==> config.mk <==
export PLATFORM = sky130hd
export DESIGN_NAME = dmem_arbiter_flat
export DESIGN_NICKNAME = d
export VERILOG_FILES = /design/src/rtl/dmem_arbiter_if.sv /design/src/rtl/dmem_arbiter.sv /design/src/flat_wrapper.sv
export SDC_FILE = /design/constraint.sdc
export NUM_CORES = 1
export LEC_CHECK = 0
export BUFFER_PORTS_ARGS = -buffer_cell sky130_fd_sc_hd__buf_2
export CORE_ASPECT_RATIO = 0.75
export CORE_MARGIN = 3
export CORE_UTILIZATION = 50
export CTS_CLUSTER_SIZE = 20
export DETAILED_ROUTE_END_ITERATION = 10
export PLACE_DENSITY = 0.85
export SYNTH_ARGS = -nofsm -noshare
export SYNTH_HDL_FRONTEND = slang
export SYNTH_SLANG_ARGS = --single-unit
export TNS_END_PERCENT = 50
==> constraint.sdc <==
create_clock -name clk_i -period 6.35 [get_ports clk_i]
set_input_delay 0.635 -clock clk_i [delete_from_list [all_inputs] [get_ports clk_i]]
set_output_delay 0.635 -clock clk_i [all_outputs]
set_load 0.005 [all_outputs]
==> src/rtl/dmem_arbiter_if.sv <==
// Signal bundle for dmem_arbiter: both requester ports plus the data-memory port.
// slave is the arbiter's view; master is the environment (requesters and memory).
interface dmem_arbiter_if #(
  parameter int ADDR_W = 13,
  parameter int DATA_W = 32
);
  logic              m0_req_i;
  logic              m0_we_i;
  logic [ADDR_W-1:0] m0_addr_i;
  logic [2:0]        m0_funct3_i;
  logic [DATA_W-1:0] m0_wdata_i;
  logic              m0_gnt_o;
  logic              m0_rvalid_o;
  logic [DATA_W-1:0] m0_rdata_o;

  logic              m1_req_i;
  logic              m1_we_i;
  logic [ADDR_W-1:0] m1_addr_i;
  logic [2:0]        m1_funct3_i;
  logic [DATA_W-1:0] m1_wdata_i;
  logic              m1_gnt_o;
  logic              m1_rvalid_o;
  logic [DATA_W-1:0] m1_rdata_o;

  logic              mem_st_en_o;
  logic [ADDR_W-1:0] mem_addr_o;
  logic [2:0]        mem_funct3_o;
  logic [DATA_W-1:0] mem_st_data_o;
  logic [DATA_W-1:0] mem_ld_data_i;

  modport slave (
    input  m0_req_i, m0_we_i, m0_addr_i, m0_funct3_i, m0_wdata_i,
    output m0_gnt_o, m0_rvalid_o, m0_rdata_o,
    input  m1_req_i, m1_we_i, m1_addr_i, m1_funct3_i, m1_wdata_i,
    output m1_gnt_o, m1_rvalid_o, m1_rdata_o,
    output mem_st_en_o, mem_addr_o, mem_funct3_o, mem_st_data_o,
    input  mem_ld_data_i
  );

  modport master (
    output m0_req_i, m0_we_i, m0_addr_i, m0_funct3_i, m0_wdata_i,
    input  m0_gnt_o, m0_rvalid_o, m0_rdata_o,
    output m1_req_i, m1_we_i, m1_addr_i, m1_funct3_i, m1_wdata_i,
    input  m1_gnt_o, m1_rvalid_o, m1_rdata_o,
    input  mem_st_en_o, mem_addr_o, mem_funct3_o, mem_st_data_o,
    output mem_ld_data_i
  );
endinterface

==> src/rtl/dmem_arbiter.sv <==
// Two-port arbiter/sequencer in front of the byte-banked data memory, one access at a time.
// Define DMEM_ARB_RR_EN for round-robin tie-breaking; default build gives m0 fixed priority.
module dmem_arbiter #(
  parameter int ADDR_W = 13,
  parameter int DATA_W = 32,
  parameter int RD_LAT = 1
) (
  input  logic          clk_i,
  input  logic          rst_ni,
  dmem_arbiter_if.slave bus
);

  typedef enum logic [1:0] {IDLE, ACCESS, WAIT, RESP} state_t;

  localparam logic [2:0] RD_LAT_CNT = 3'(RD_LAT);

  state_t            state;
  logic              owner;
  logic              we_q;
  logic [ADDR_W-1:0] addr_q;
  logic [2:0]        funct3_q;
  logic [DATA_W-1:0] wdata_q;
  logic              st_en_q;
  logic [2:0]        wait_cnt;
  logic              m0_rvalid_q;
  logic              m1_rvalid_q;
  logic [DATA_W-1:0] m0_rdata_q;
  logic [DATA_W-1:0] m1_rdata_q;

  logic              gnt0;
  logic              gnt1;
  logic              sel_we;
  logic [ADDR_W-1:0] sel_addr;
  logic [2:0]        sel_funct3;
  logic [DATA_W-1:0] sel_wdata;

`ifdef DMEM_ARB_RR_EN
  logic              last_winner;
`endif

  // Grants are combinational and only ever raised in IDLE; held low while reset is asserted.
  always_comb begin
    gnt0 = 1'b0;
    gnt1 = 1'b0;
    if (rst_ni && state == IDLE) begin
      if (bus.m0_req_i && bus.m1_req_i) begin
`ifdef DMEM_ARB_RR_EN
        gnt0 = last_winner;
        gnt1 = !last_winner;
`else
        gnt0 = 1'b1;
`endif
      end else begin
        gnt0 = bus.m0_req_i;
        gnt1 = bus.m1_req_i;
      end
    end
  end

  always_comb begin
    sel_we     = bus.m0_we_i;
    sel_addr   = bus.m0_addr_i;
    sel_funct3 = bus.m0_funct3_i;
    sel_wdata  = bus.m0_wdata_i;
    if (gnt1) begin
      sel_we     = bus.m1_we_i;
      sel_addr   = bus.m1_addr_i;
      sel_funct3 = bus.m1_funct3_i;
      sel_wdata  = bus.m1_wdata_i;
    end
  end

  // Address, funct3 and store data keep their last value between accesses; only st_en is pulsed.
  always_ff @(posedge clk_i or negedge rst_ni) begin
    if (!rst_ni) begin
      state       <= IDLE;
      owner       <= 1'b0;
      we_q        <= 1'b0;
      addr_q      <= '0;
      funct3_q    <= '0;
      wdata_q     <= '0;
      st_en_q     <= 1'b0;
      wait_cnt    <= '0;
      m0_rvalid_q <= 1'b0;
      m1_rvalid_q <= 1'b0;
      m0_rdata_q  <= '0;
      m1_rdata_q  <= '0;
`ifdef DMEM_ARB_RR_EN
      last_winner <= 1'b1;
`endif
    end else begin
      case (state)
        IDLE: begin
          if (gnt0 || gnt1) begin
            owner    <= gnt1;
            we_q     <= sel_we;
            addr_q   <= sel_addr;
            funct3_q <= sel_funct3;
            wdata_q  <= sel_wdata;
            st_en_q  <= sel_we;
            state    <= ACCESS;
`ifdef DMEM_ARB_RR_EN
            last_winner <= gnt1;
`endif
          end
        end

        ACCESS: begin
          st_en_q <= 1'b0;
          if (we_q) begin
            state <= RESP;
            if (owner) begin
              m1_rvalid_q <= 1'b1;
              m1_rdata_q  <= '0;
            end else begin
              m0_rvalid_q <= 1'b1;
              m0_rdata_q  <= '0;
            end
          end else begin
            state    <= WAIT;
            wait_cnt <= RD_LAT_CNT;
          end
        end

        // Load data is only trusted in the final wait cycle.
        WAIT: begin
          wait_cnt <= wait_cnt - 3'd1;
          if (wait_cnt == 3'd1) begin
            state <= RESP;
            if (owner) begin
              m1_rvalid_q <= 1'b1;
              m1_rdata_q  <= bus.mem_ld_data_i;
            end else begin
              m0_rvalid_q <= 1'b1;
              m0_rdata_q  <= bus.mem_ld_data_i;
            end
          end
        end

        RESP: begin
          m0_rvalid_q <= 1'b0;
          m1_rvalid_q <= 1'b0;
          state       <= IDLE;
        end

        default: begin
          state <= IDLE;
        end
      endcase
    end
  end

  assign bus.m0_gnt_o      = gnt0;
  assign bus.m1_gnt_o      = gnt1;
  assign bus.m0_rvalid_o   = m0_rvalid_q;
  assign bus.m1_rvalid_o   = m1_rvalid_q;
  assign bus.m0_rdata_o    = m0_rdata_q;
  assign bus.m1_rdata_o    = m1_rdata_q;
  assign bus.mem_st_en_o   = st_en_q;
  assign bus.mem_addr_o    = addr_q;
  assign bus.mem_funct3_o  = funct3_q;
  assign bus.mem_st_data_o = wdata_q;

endmodule

==> src/flat_wrapper.sv <==
// flat-port wrapper written by rule: the top's interface ports become plain ports
module dmem_arbiter_flat 
#(
  parameter int ADDR_W = 13,
  parameter int DATA_W = 32,
  parameter int RD_LAT = 1
)
  (clk_i, rst_ni, bus_m0_req_i, bus_m0_we_i, bus_m0_addr_i, bus_m0_funct3_i, bus_m0_wdata_i, bus_m0_gnt_o, bus_m0_rvalid_o, bus_m0_rdata_o, bus_m1_req_i, bus_m1_we_i, bus_m1_addr_i, bus_m1_funct3_i, bus_m1_wdata_i, bus_m1_gnt_o, bus_m1_rvalid_o, bus_m1_rdata_o, bus_mem_st_en_o, bus_mem_addr_o, bus_mem_funct3_o, bus_mem_st_data_o, bus_mem_ld_data_i);
  dmem_arbiter_if #(.ADDR_W(ADDR_W), .DATA_W(DATA_W)) bus_i ();
  input  logic clk_i;
  input  logic rst_ni;
  input wire logic [$bits(bus_i.m0_req_i)-1:0] bus_m0_req_i;
  input wire logic [$bits(bus_i.m0_we_i)-1:0] bus_m0_we_i;
  input wire logic [$bits(bus_i.m0_addr_i)-1:0] bus_m0_addr_i;
  input wire logic [$bits(bus_i.m0_funct3_i)-1:0] bus_m0_funct3_i;
  input wire logic [$bits(bus_i.m0_wdata_i)-1:0] bus_m0_wdata_i;
  output wire logic [$bits(bus_i.m0_gnt_o)-1:0] bus_m0_gnt_o;
  output wire logic [$bits(bus_i.m0_rvalid_o)-1:0] bus_m0_rvalid_o;
  output wire logic [$bits(bus_i.m0_rdata_o)-1:0] bus_m0_rdata_o;
  input wire logic [$bits(bus_i.m1_req_i)-1:0] bus_m1_req_i;
  input wire logic [$bits(bus_i.m1_we_i)-1:0] bus_m1_we_i;
  input wire logic [$bits(bus_i.m1_addr_i)-1:0] bus_m1_addr_i;
  input wire logic [$bits(bus_i.m1_funct3_i)-1:0] bus_m1_funct3_i;
  input wire logic [$bits(bus_i.m1_wdata_i)-1:0] bus_m1_wdata_i;
  output wire logic [$bits(bus_i.m1_gnt_o)-1:0] bus_m1_gnt_o;
  output wire logic [$bits(bus_i.m1_rvalid_o)-1:0] bus_m1_rvalid_o;
  output wire logic [$bits(bus_i.m1_rdata_o)-1:0] bus_m1_rdata_o;
  output wire logic [$bits(bus_i.mem_st_en_o)-1:0] bus_mem_st_en_o;
  output wire logic [$bits(bus_i.mem_addr_o)-1:0] bus_mem_addr_o;
  output wire logic [$bits(bus_i.mem_funct3_o)-1:0] bus_mem_funct3_o;
  output wire logic [$bits(bus_i.mem_st_data_o)-1:0] bus_mem_st_data_o;
  input wire logic [$bits(bus_i.mem_ld_data_i)-1:0] bus_mem_ld_data_i;
  assign bus_i.m0_req_i = bus_m0_req_i;
  assign bus_i.m0_we_i = bus_m0_we_i;
  assign bus_i.m0_addr_i = bus_m0_addr_i;
  assign bus_i.m0_funct3_i = bus_m0_funct3_i;
  assign bus_i.m0_wdata_i = bus_m0_wdata_i;
  assign bus_m0_gnt_o = bus_i.m0_gnt_o;
  assign bus_m0_rvalid_o = bus_i.m0_rvalid_o;
  assign bus_m0_rdata_o = bus_i.m0_rdata_o;
  assign bus_i.m1_req_i = bus_m1_req_i;
  assign bus_i.m1_we_i = bus_m1_we_i;
  assign bus_i.m1_addr_i = bus_m1_addr_i;
  assign bus_i.m1_funct3_i = bus_m1_funct3_i;
  assign bus_i.m1_wdata_i = bus_m1_wdata_i;
  assign bus_m1_gnt_o = bus_i.m1_gnt_o;
  assign bus_m1_rvalid_o = bus_i.m1_rvalid_o;
  assign bus_m1_rdata_o = bus_i.m1_rdata_o;
  assign bus_mem_st_en_o = bus_i.mem_st_en_o;
  assign bus_mem_addr_o = bus_i.mem_addr_o;
  assign bus_mem_funct3_o = bus_i.mem_funct3_o;
  assign bus_mem_st_data_o = bus_i.mem_st_data_o;
  assign bus_i.mem_ld_data_i = bus_mem_ld_data_i;
  dmem_arbiter #(.ADDR_W(ADDR_W), .DATA_W(DATA_W), .RD_LAT(RD_LAT)) u_core (.clk_i(clk_i), .rst_ni(rst_ni), .bus(bus_i));
endmodule
; After elaboration in Yosys (flattened, before gate mapping)
; Cells that the tools add are included.
[classes]
addsub = 1
multipliers = 0
n_div = 0
order_cmp = 0
n_eq_ne = 12
n_shift = 0
n_mux = 34
bitwise = 0
reduce_logical = 14
[op_table]
columns = operator, count
row1 = $mux W32, 9
row2 = $pmux W32 S2, 2
row3 = $mux W1, 13
row4 = $mux W13, 1
row5 = $reduce_and A5 Y1, 2
row6 = $ne A2 B1 Y1 const B, 4
row7 = $ne A2 B2 Y1 const B, 4
row8 = $pmux W2 S4, 1
row9 = $reduce_and A2 Y1, 4
row10 = $mux W3, 2
row11 = $pmux W1 S3, 2
row12 = $pmux W3 S2, 1
row13 = $eq A2 B2 Y1 const B, 2
row14 = $mux W2, 2
row15 = $reduce_bool A2 Y1, 2
row16 = $eq A3 B1 Y1 const B, 1
row17 = $reduce_and A3 Y1, 1
row18 = $reduce_bool A3 Y1, 1
row19 = $sub A3 B1 Y3 const B, 1
row20 = $eq A2 B1 Y1 const B, 1
row21 = $logic_and A1 B1 Y1, 2
row22 = $logic_not A2 Y1, 1
row23 = $pmux W1 S2, 1
row24 = $logic_or A1 B1 Y1, 1
[totals]
ff_bits = 122
latchBits = 0
ram_bits = 0
romBits = 0
in_bits = 134
out_inout_bits = 117
word_cells = 73
n_memories = 0

; Logic depth before layout (Yosys ltp)
[logic_depth]
depth_word = 6
mapped_depth = 7

; Worst setup path after synthesis
; No wires, ideal clock.
[synth_timing]
path_kind = flip-flop to flip-flop
startpoint = register u_core.state[0]
endpoint = register u_core.m1_rdata_q[18] (netlist: u_core.bus.m1_rdata_o[18])
setup_ps = 125
arrival_time_ps = 1963
slack_ps = 4262
stages_incl_launch_ff = 7
n_path_buf = 1
synth_period_minus_slack_ps = 2088
path_cell_list = dfrtp_1 inv_1 ha_1 o21ba_2 a2111oi_4 buf_6 mux2_2
[synth_via]
elab_chain_len = 3
[synth_lines]
columns = element, line
row1 = "start, declared", dmem_arbiter.sv:17  ; state_t state;
row2 = "start signal, assigned", dmem_arbiter.sv:76  ; state <= IDLE;
row3 = "start signal, assigned", dmem_arbiter.sv:101  ; state <= ACCESS;
row4 = "start signal, assigned", dmem_arbiter.sv:111  ; state <= RESP;
row5 = $eq A2 B2 Y1 or $eq A2 B1 Y1 (tied branches), dmem_arbiter.sv:92  ; case (state)
row6 = $ne A2 B1 Y1 (no source line) or $reduce_bool A2 Y1 (tied branches), -
row7 = $reduce_and A5 Y1 (no source line), -
row8 = "end signal, assigned", dmem_arbiter.sv:132  ; m1_rdata_q <= bus.mem_ld_data_i;
row9 = "end, declared", dmem_arbiter.sv:28  ; logic [DATA_W-1:0] m1_rdata_q;
; Several ways; a longest one is shown, not always the timed one.
; A chain may end at the register's enable or synchronous reset.

; Worst setup path after layout
[layout_timing]
startpoint = register u_core.state[0]
endpoint = register u_core.m0_rdata_q[20] (netlist: u_core.bus.m0_rdata_o[20])
[layout_via]
elab_chain_len = 3
[layout_lines]
columns = element, line
row1 = $eq A2 B2 Y1 or $eq A2 B1 Y1 (tied branches), dmem_arbiter.sv:92
row2 = "$ne A2 B2 Y1 (no source line), or another cell as far along", -
row3 = $reduce_and A5 Y1 (no source line), -
row4 = "end signal, assigned", dmem_arbiter.sv:135  ; m0_rdata_q <= bus.mem_ld_data_i;
row5 = "end, declared", dmem_arbiter.sv:27  ; logic [DATA_W-1:0] m0_rdata_q;
; Several ways; a longest one is shown, not always the timed one.

==> metrics <==
outcome completed; total area of sequential cells 3053 sq um; Final Slew Violations 0; number of gates given a new drive strength after cts 0; clock root buffer master sky130_fd_sc_hd__clkbuf_16; Netlist cell types 32; power density over the cells 529.6 nW/um^2; post-detailed-route via-to-cell ratio 5.043; GR Util All Layers 0.2246; number of global-route vias before repair 4,351; # hold bufs at CTS 0; Congestion Overflow GR 0; fraction of layout instances using a drive strength above 1 0.4972; number of buffers created by CTS 17; path class of the lowest-slack min-delay path in2async; Max Freq 0.4008 GHz; Hold Worst Slack 345.5 ps; fraction of the mapped netlist area in adder cells 0.01609; # fillers 738; Routed Antenna Nets 0; Post-Route Utilization 0.7019; Clock Path Buffers 2; number of max-cap violations 0; antenna diode count 0; core box area 10,450 sq um; Routed WL 14,110 microns; share of the synthesized area in the top cell type 0.5608; final instance area 7335 sq um; Die Y 96.37 microns; CTS tree done; worst-skew pair later-pin latency 400 ps; starting utilization of the core area 0.5210; mux share of post-synthesis cell area 0.2262; share of synthesized area occupied by flip-flops and latches 0.5608; antenna violations before repair 0; clk slew on worst S/H paths 50 ps; number of sinks handled by clock tree synthesis 122; footprint of the multi-input gates 2212 sq um; RSZ-0062 raised after global routing false; measured slew at the worst slew-check pin 865.6 ps; area fraction in and, or, nand and nor cells after synthesis 0.08527; HPWL Detailed 10,240 microns; first-pass detailed-route iteration total 5; synth top area cells sky130_fd_sc_hd__dfrtp_1, sky130_fd_sc_hd__mux2_2, sky130_fd_sc_hd__mux2i_1; most common cell after layout, fill and taps aside sky130_fd_sc_hd__buf_2; post-synthesis compound-gate area fraction 0.07883; post-route setup TNS 0 ps; minimum clock period 2495 ps; type of the setup path with the least slack reg2reg; Synth Cell Area 5444 sq um; nets 830; startpoint type of the worst setup path register; placement row count 32; required time of the critical path 6630 ps; die area 12,190 sq um; dominant combinational cell family by area after synthesis multiplexers; mean post-synth cell area 12.37 sq um; number of flip-flops and latches in the synthesized netlist 122; Relative slew margins 0.4229; xor/xnor share of the synthesized area 0; total nets after synthesis 581; biggest area consumer among synthesized cells sky130_fd_sc_hd__dfrtp_1; synthesis-to-layout area growth 34.73%; buffer count from post-CTS setup fixing 0; instance count of the mapped netlist 440; nature of the critical path endpoint register; setup slack after placement 3771 ps; routed vias 4,226; most used cells in the layout excluding fill and tap cells sky130_fd_sc_hd__buf_2, sky130_fd_sc_hd__dfrtp_1, sky130_fd_sc_hd__mux2_2; static leakage 4.261 nW; number of DRC violations after detailed routing 0; Routed WL per cell 16.84 microns; number of port buffers 250; global-route wire length before repair 21,380 microns; arrival time of data at the critical path endpoint 2780 ps; total of warnings raised by yosys 0; Placed Area 6768 sq um; worst-case clock skew 7.170 ps; die width 126.5 microns; RePlAce Congestion 0.8796; Setup WS post-layout 3855 ps; number of H-tree branching levels 4; final setup violation count 0; largest vdd supply drop 394.2 uV; I/O pin total 251; First DRT Iteration DRCs 168; total design power 3.884 mW; final non-filler cell total 838; post-route clock period utilization 0.3930; Cell Count Post-Placement 806; largest net degree at the start of global routing 69; peak fanout along the critical path 43; number of hold violations in the final report 0
## cells by family after synthesis
family | after synthesis
flip-flops | 122
adder cells (fa/ha/maj) | 7
AO/OA/AOI/OAI | 68
multiplexers | 115
AND/OR/NAND/NOR | 94
buffers and inverters | 34
## sequential cells by signal, indices dropped and copies added, names as in the netlist, 2 cells and up
name,flops
u_core.bus.m1_rdata_o,32
u_core.bus.mem_funct3_o,3
u_core.bus.mem_addr_o,13
u_core.bus.m0_rdata_o,32
u_core.state,2
u_core.bus.mem_st_data_o,32
u_core.wait_cnt,3
## path summary, 6_finish.rpt
check	cells past startpoint	from	slack, ps	to
worst max-delay path	7	u_core.state[0]$_DFFE_PN0P_	3850	u_core.bus.m0_rdata_o[20]$_DFFE_PN0P_
worst min-delay path	1	rst_ni	350	u_core.bus.m0_rdata_o[31]$_DFFE_PN0P_
worst max register to register	7	u_core.state[0]$_DFFE_PN0P_	3850	u_core.bus.m0_rdata_o[20]$_DFFE_PN0P_
worst min register to register	2	u_core.bus.mem_st_data_o[7]$_DFFE_PN0P_	470	u_core.bus.mem_st_data_o[7]$_DFFE_PN0P_
max in group asynchronous	2	rst_ni	4710	u_core.bus.m0_rdata_o[8]$_DFFE_PN0P_
min in group clk_i	2	u_core.bus.mem_st_data_o[7]$_DFFE_PN0P_	470	u_core.bus.mem_st_data_o[7]$_DFFE_PN0P_
## per-layer routing
layer / track usage / vias to the layer above / share of wire / wire (microns)
li1: - / 2025 / - / -
met1: 0.2648 / 2006 / 0.40 / 5671
met2: 0.3917 / 178 / 0.51 / 7206
met3: 0.05824 / 17 / 0.070 / 985
met4: 0.1009 / 0 / 0.018 / 251
met5: 0 / - / 0 / 0
## worst max-delay path: stages, from the launching register on
cell and delay, ps:
sky130_fd_sc_hd__dfrtp_1 390, sky130_fd_sc_hd__inv_1 120, sky130_fd_sc_hd__ha_1 210, sky130_fd_sc_hd__buf_4 260, sky130_fd_sc_hd__o21a_1 260, sky130_fd_sc_hd__a2111oi_4 280
sky130_fd_sc_hd__buf_4 450, sky130_fd_sc_hd__mux2_2 390
## report_power, final
| part | switching, mW | internal (mW) | total (mW) |
|---|---|---|---|
| clock network | 0.338 | 0.566 | 0.904 |
| logic | 0.800 | 0.807 | 1.61 |
| registers | 0.212 | 1.16 | 1.37 |
## final cells by class
cell class              instances  area share
inverters                       7    0.003582
flip-flops and latches        122      0.4162
clock inverters                11     0.01314
clock buffers                  21     0.06414
repair buffers                257      0.1781
multi-input cells             284      0.3016
well taps                     136     0.02320
## cell usage after synthesis, drive strengths merged
library cell	count
o31ai	1
a21bo	1
nand2b	5
a22oi	1
o211ai	1
inv	7
o21a	1
a211oi	2
nand4b	1
ha	7
nand2	51
a22o	1
a2bb2oi	2
mux2	64
buf	12
a21oi	1
nand3	1
and3	2
dfrtp	122
a2111oi	4
mux2i	51
clkbuf	15
and2	32
o21ai	52
o21ba	1
nor2b	1
nor2	1
Note: power is estimated with default switching activity, not from simulation.
